### config.mk
export PLATFORM = sky130hd
export DESIGN_NAME = lod_share_arbiter
export DESIGN_NICKNAME = d
export VERILOG_FILES = /design/src/rtl/lod_ctrl_pkg.sv /design/src/rtl/rr_arbiter.sv /design/src/rtl/lod_share_arbiter.sv
export SDC_FILE = /design/constraint.sdc
export NUM_CORES = 1
export LEC_CHECK = 0
export CORE_UTILIZATION = 36
export DETAILED_ROUTE_END_ITERATION = 12
export GPL_TIMING_DRIVEN = 0
export PLACE_DENSITY = 0.81
export SYNTH_ARGS = -nofsm -noshare
export SYNTH_HDL_FRONTEND = slang
export SYNTH_HIERARCHICAL = 1
export SYNTH_SLANG_ARGS = --single-unit
### constraint.sdc
create_clock -name clk -period 2.7 [get_ports clk]
set_input_delay 0.54 -clock clk [delete_from_list [all_inputs] [get_ports clk]]
set_output_delay 0.54 -clock clk [all_outputs]
set_load 0.02 [all_outputs]
### src/rtl/lod_ctrl_pkg.sv
// Shared types for the LOD sharing logic: requester IDs and the in-flight tag
// that follows each operand through the LOD.
package lod_ctrl_pkg;

    localparam int N_REQ_MAX = 8;
    localparam int ID_W      = $clog2(N_REQ_MAX);

    typedef logic [ID_W-1:0] req_id_t;

    typedef struct packed {
        logic    vld;
        req_id_t id;
    } lod_tag_t;

endpackage

### src/rtl/rr_arbiter.sv
// Combinational round-robin picker: first asserted request at or after ptr,
// wrapping around, returned both one-hot and as an encoded index.
module rr_arbiter
    import lod_ctrl_pkg::*;
#(
    parameter int N = 4
) (
    input  logic [N-1:0] req,
    input  req_id_t      ptr,
    output logic [N-1:0] grant,
    output req_id_t      idx
);

    logic hit;

    // Search offset k from ptr; requester j sits at offset k when ptr+k
    // equals j directly or after wrapping past N.
    always_comb begin
        grant = '0;
        idx   = '0;
        hit   = 1'b0;
        for (int k = 0; k < N; k++) begin
            for (int j = 0; j < N; j++) begin
                if (!hit && req[j] &&
                    ((int'(ptr) + k == j) || (int'(ptr) + k == j + N))) begin
                    grant[j] = 1'b1;
                    idx      = req_id_t'(j);
                    hit      = 1'b1;
                end
            end
        end
    end

endmodule

### src/rtl/lod_share_arbiter.sv
// Shares one leading-one detector among N_REQ requesters: round-robin issue,
// requester tags carried alongside the LOD latency, results routed back.
module lod_share_arbiter
    import lod_ctrl_pkg::*;
#(
    parameter int W       = 32,
    parameter int N_REQ   = 4,
    parameter int LOD_LAT = 1
) (
    input  logic                   clk,
    input  logic                   rst,
    input  logic [N_REQ-1:0]       req_valid,
    input  logic [N_REQ*W-1:0]     req_data,
    output logic [N_REQ-1:0]       req_ready,
    output logic [N_REQ-1:0]       rsp_valid,
    output logic [$clog2(W)-1:0]   rsp_pos,
    output logic                   rsp_found,
    output logic                   lod_valid_in,
    output logic [W-1:0]           lod_data_in,
    input  logic                   lod_valid_out,
    input  logic [$clog2(W)-1:0]   lod_pos,
    input  logic                   lod_found,
    output logic                   err,
    output logic                   busy
);

    localparam int D = LOD_LAT + 1;

    logic [N_REQ-1:0] grant_raw;
    logic [N_REQ-1:0] grant;
    req_id_t          g_idx;
    req_id_t          ptr;
    logic [W-1:0]     g_data;
    lod_tag_t         tag_q [D];
    lod_tag_t         tail;
    logic [N_REQ-1:0] rsp_onehot;

    rr_arbiter #(.N(N_REQ)) u_rr (
        .req   (req_valid),
        .ptr   (ptr),
        .grant (grant_raw),
        .idx   (g_idx)
    );

    // Nothing may be accepted while the pipeline is being flushed.
    assign grant     = rst ? '0 : grant_raw;
    assign req_ready = grant;
    assign tail      = tag_q[D-1];

    always_comb begin
        g_data = '0;
        for (int j = 0; j < N_REQ; j++) begin
            if (grant_raw[j]) g_data = req_data[j*W +: W];
        end
    end

    always_comb begin
        rsp_onehot = '0;
        for (int j = 0; j < N_REQ; j++) begin
            if (tail.id == req_id_t'(j)) rsp_onehot[j] = 1'b1;
        end
    end

    always_comb begin
        busy = lod_valid_in;
        for (int i = 0; i < D; i++) begin
            busy = busy | tag_q[i].vld;
        end
    end

    always_ff @(posedge clk) begin
        if (rst) begin
            ptr          <= '0;
            lod_valid_in <= 1'b0;
            lod_data_in  <= '0;
            rsp_valid    <= '0;
            rsp_pos      <= '0;
            rsp_found    <= 1'b0;
            err          <= 1'b0;
            for (int i = 0; i < D; i++) tag_q[i] <= '0;
        end else begin
            lod_valid_in <= |grant;
            if (|grant) begin
                lod_data_in <= g_data;
                ptr         <= (g_idx == req_id_t'(N_REQ-1)) ? '0 : g_idx + 1'b1;
            end
            tag_q[0].vld <= |grant;
            tag_q[0].id  <= g_idx;
            for (int i = 1; i < D; i++) tag_q[i] <= tag_q[i-1];
            // A mismatch leaves rsp_valid low because one of the two terms is 0.
            rsp_valid <= (lod_valid_out && tail.vld) ? rsp_onehot : '0;
            if (lod_valid_out) begin
                rsp_pos   <= lod_pos;
                rsp_found <= lod_found;
            end
            if (lod_valid_out != tail.vld) err <= 1'b1;
        end
    end

endmodule

==> flow_metrics.tcl <==
set metrics [dict create \
    clkLatencyLatePin_ps 300 \
    power.density_nw_per_um2 871.8 \
    async_flop_share 0 \
    antenna_found_initial 0 \
    yosysMostFrequentCell "dfxtp_1" \
    hold_path_class "reg2reg" \
    ys_warn_count 6 \
    cts.hold.buffers_added 0 \
    holdWs_ps 447.0 \
    rr_startpoint "ptr[1]$_SDFFE_PP0P_" \
    setup_slack_ps 94.42 \
    cts_root_buf "clkbuf_8" \
    status "completed" \
    synth_ff_type "dfxtp_1" \
    gp_congestion 0.7724 \
    met1_usage 0.2942 \
    cts_buffers 5 \
    grt_pass1_vias 3296 \
    synth_area_leaders "dfxtp_1 39%, a221oi_1 10%, o31ai_1 9.4%" \
    syn_to_final_growth_pct 77.61 \
    wire_per_inst_um 17.50 \
    placed_cell_area_sq_um 4800 \
    ys_ff_latch 54 \
    path_buf_inv 4 \
    start_kind "register" \
    slowest_delay_ps 340 \
    slew_viol_final 0 \
    drc_errors 0 \
    drtIter0Drc 96 \
    synth_edf_count 0 \
    vdd_drop_max_mv 0.4436 \
    path_cells "buf_6, and2b_4, a221oi_4, o21ai_4, o31ai_2, buf_4, clkbuf_8, nor2b_4, buf_4" \
    cts_tree "built" \
    maxCapViolations 0 \
    syn_area_per_cell_sq_um 9.130 \
    synth_area_sq_um 2794 \
    ant_nets 0 \
    seq_area_frac_synth 0.3869 \
    diodes 0 \
    grt.overflow.total 0 \
    dp_cells 593 \
    die_area_sq_um 8117 \
    nets 645 \
    met3_usage 0.05838 \
    htreeDepth 2 \
    cellLeakagePower_uw 0.001807 \
    use_met2 0.4478 \
    multiInputGateArea_sq_um 1578 \
    fin_area_sq_um 4962 \
    regToRegEndpoint "ptr[0]$_SDFFE_PP0P_" \
    routed_via_density 5.520 \
    cp-endpoint "req_ready[1]" \
    rsz0062_at_grt "true" \
    setup_viol 0 \
    via_count 3323 \
    yosysTopAreaCellShare 0.3869 \
    crit_path_end_kind "output pin" \
    clk_path_buf_depth 2 \
    drive_above_1_share 0.09940 \
    dieWidth_um 90.10 \
    finalCriticalPeriod_ps 2606 \
    io_pins 190 \
    drt_wl_total_um 10530 \
    die_y_um 90.10 \
    crit_required_ps 2160 \
    synth_cells 306 \
    syn-num-nets 449 \
    rrSetupSlack_ps 150 \
    final_hold_viol_count 0 \
    synthDistinctLibCells 41 \
    crit_arrival_ps 2070 \
    crit_fanout 10 \
    place_ws_ps -1125 \
    reg2reg_depth 12 \
    clk_pin_slew_ps 100 \
    cp.depth 9 \
    grtUsageTotal 0.2479 \
    core_sq_um 7370 \
    seqCellArea_sq_um 1085 \
    cpMostUsedCell "buf_4" \
    numPortBuffers 188 \
    grt_most_used_layer "met2" \
    tns_ps 0 \
    fillCellCount 599 \
    worst-slew-pin-transition_ps 614.6 \
    firstDrtPassIters 4 \
    ys_top_cells_by_count "54 x dfxtp_1, 35 x o31ai_1, 34 x nand3b_1" \
    clock-sinks 54 \
    cp_slowest_cell "dfxtp_2" \
    critical_path_class "reg2out" \
    dp_hpwl_um 8183 \
    synth_top_area_cell "dfxtp_1" \
    clock_skew_ps 7.718 \
    grt_max_degree 16 \
    relSlewSlack 0.5872 \
    rows 31 \
    crit_path_start "ptr[1]$_SDFFE_PP0P_" \
    grt_pass1_wl_um 16170 \
    start_util 0.3791 \
    post-route-period-util 0.9650 \
    stdcell_count 602 \
    path_delay_family "buffers and inverters" \
    max_freq_ghz 0.3838 \
]
-- report_power, final --
group          switching, uW  internal (uW)
Clock                    259            208
Sequential               150           1060
Combinational           1450           1200
Total                   1860           2460
-- registers in the layout (all words and copies together), names as in the netlist --
name	cells
ptr	3
rsp_pos	5
err	1
rsp_found	1
lod_data_in	32
rsp_valid	4
tag_q	8
-- cell usage in the layout, fill, tap and decap left out, types with 2 or more instances in the layout --
cell type | synthesis | routed
inv_1 | 6 | 5
clkbuf_2 | 0 | 5
o22ai_1 | 31 | 31
a21oi_1 | 5 | 5
clkbuf_1 | 22 | 16
nor2_1 | 14 | 14
o211ai_1 | 2 | 2
buf_4 | 6 | 9
ha_1 | 2 | 2
nand3_1 | 3 | 3
nand2_1 | 4 | 2
buf_2 | 5 | 7
dlygate4sd2_1 | 0 | 3
clkdlybuf4s50_1 | 0 | 181
nand2_2 | 0 | 2
or2_1 | 3 | 2
clkbuf_8 | 0 | 7
a221oi_1 | 32 | 31
inv_2 | 1 | 2
nor2b_1 | 13 | 11
nand3b_1 | 34 | 34
dfxtp_2 | 0 | 3
o31ai_1 | 35 | 34
o21ai_0 | 5 | 4
o21ai_4 | 0 | 2
mux2i_1 | 6 | 6
nor3b_1 | 3 | 3
dfxtp_1 | 54 | 51
-- per-layer routing --
metal / vias to the layer above / wire length (um)
met5: - / 0
met4: 0 / 153
met1: 1579 / 4280
met2: 142 / 5372
met3: 13 / 726
li1: 1589 / -
-- through the flow --
step / utilization / power [uW]
after floorplan: - / 2700
after global placement: 0.6513 / 3727
after detailed placement: 0.6513 / 3778
after CTS: 0.6684 / 4276
after global routing: 0.6733 / 4568
final: 0.6733 / 4326
-- cell families (layout without fill, tap and decap cells) --
family	after synthesis	count (layout)	synth area share
compound gates	117	117	0.3135
simple gates	84	84	0.1984
flops	54	54	0.3869
buf+inv	42	239	0.06941
mux	6	6	0.02150
fa+ha+maj	2	2	0.008955
other cells	1	1	0.001342
-- worst register-to-register path: stages, from the launching register on --
cell and delay [ps]:
dfxtp_2 340, buf_6 130, nor2_1 230, a22oi_4 110, o21ai_4 110, o31ai_2 80
buf_4 150, buf_4 170, nor4_4 470, or2_1 180, buf_4 160, buf_4 200
o31ai_1 100
-- worst min path at each step --
| stage | from | end | slack (ps) | cells after the start |
|---|---|---|---|---|
| finish | tag_q[0][0]$_SDFF_PP0_ | tag_q[0][4]$_SDFF_PP0_ | 450 | 1 |
| detailed placement | tag_q[0][0]$_SDFF_PP0_ | tag_q[0][4]$_SDFF_PP0_ | 430 | 1 |
| global route | tag_q[0][2]$_SDFF_PP0_ | tag_q[0][6]$_SDFF_PP0_ | 470 | 1 |
| floorplan | tag_q[0][0]$_SDFF_PP0_ | tag_q[0][4]$_SDFF_PP0_ | 410 | 1 |
| CTS | tag_q[0][0]$_SDFF_PP0_ | tag_q[0][4]$_SDFF_PP0_ | 450 | 1 |
| global placement | tag_q[0][2]$_SDFF_PP0_ | tag_q[0][6]$_SDFF_PP0_ | 420 | 1 |
-- area by class of cell --
type / count / share of cell area
sequential: 54 / 0.2186
multi-input combinational: 210 / 0.3180
clock inverter: 1 / 0.001009
clock buffer: 7 / 0.01740
tap: 99 / 0.02496
timing repair buffer: 189 / 0.3764
buffer: 35 / 0.03833
inverter: 7 / 0.005295
-- repair_timing --
action                     in CTS  in global routing
resized for setup              33                 19
buffers inserted                1                  0
pin swaps                       1                  1
setup endpoints to repair      39                 35
gates cloned                    0                  0
(Power assumes the default switching activity.)
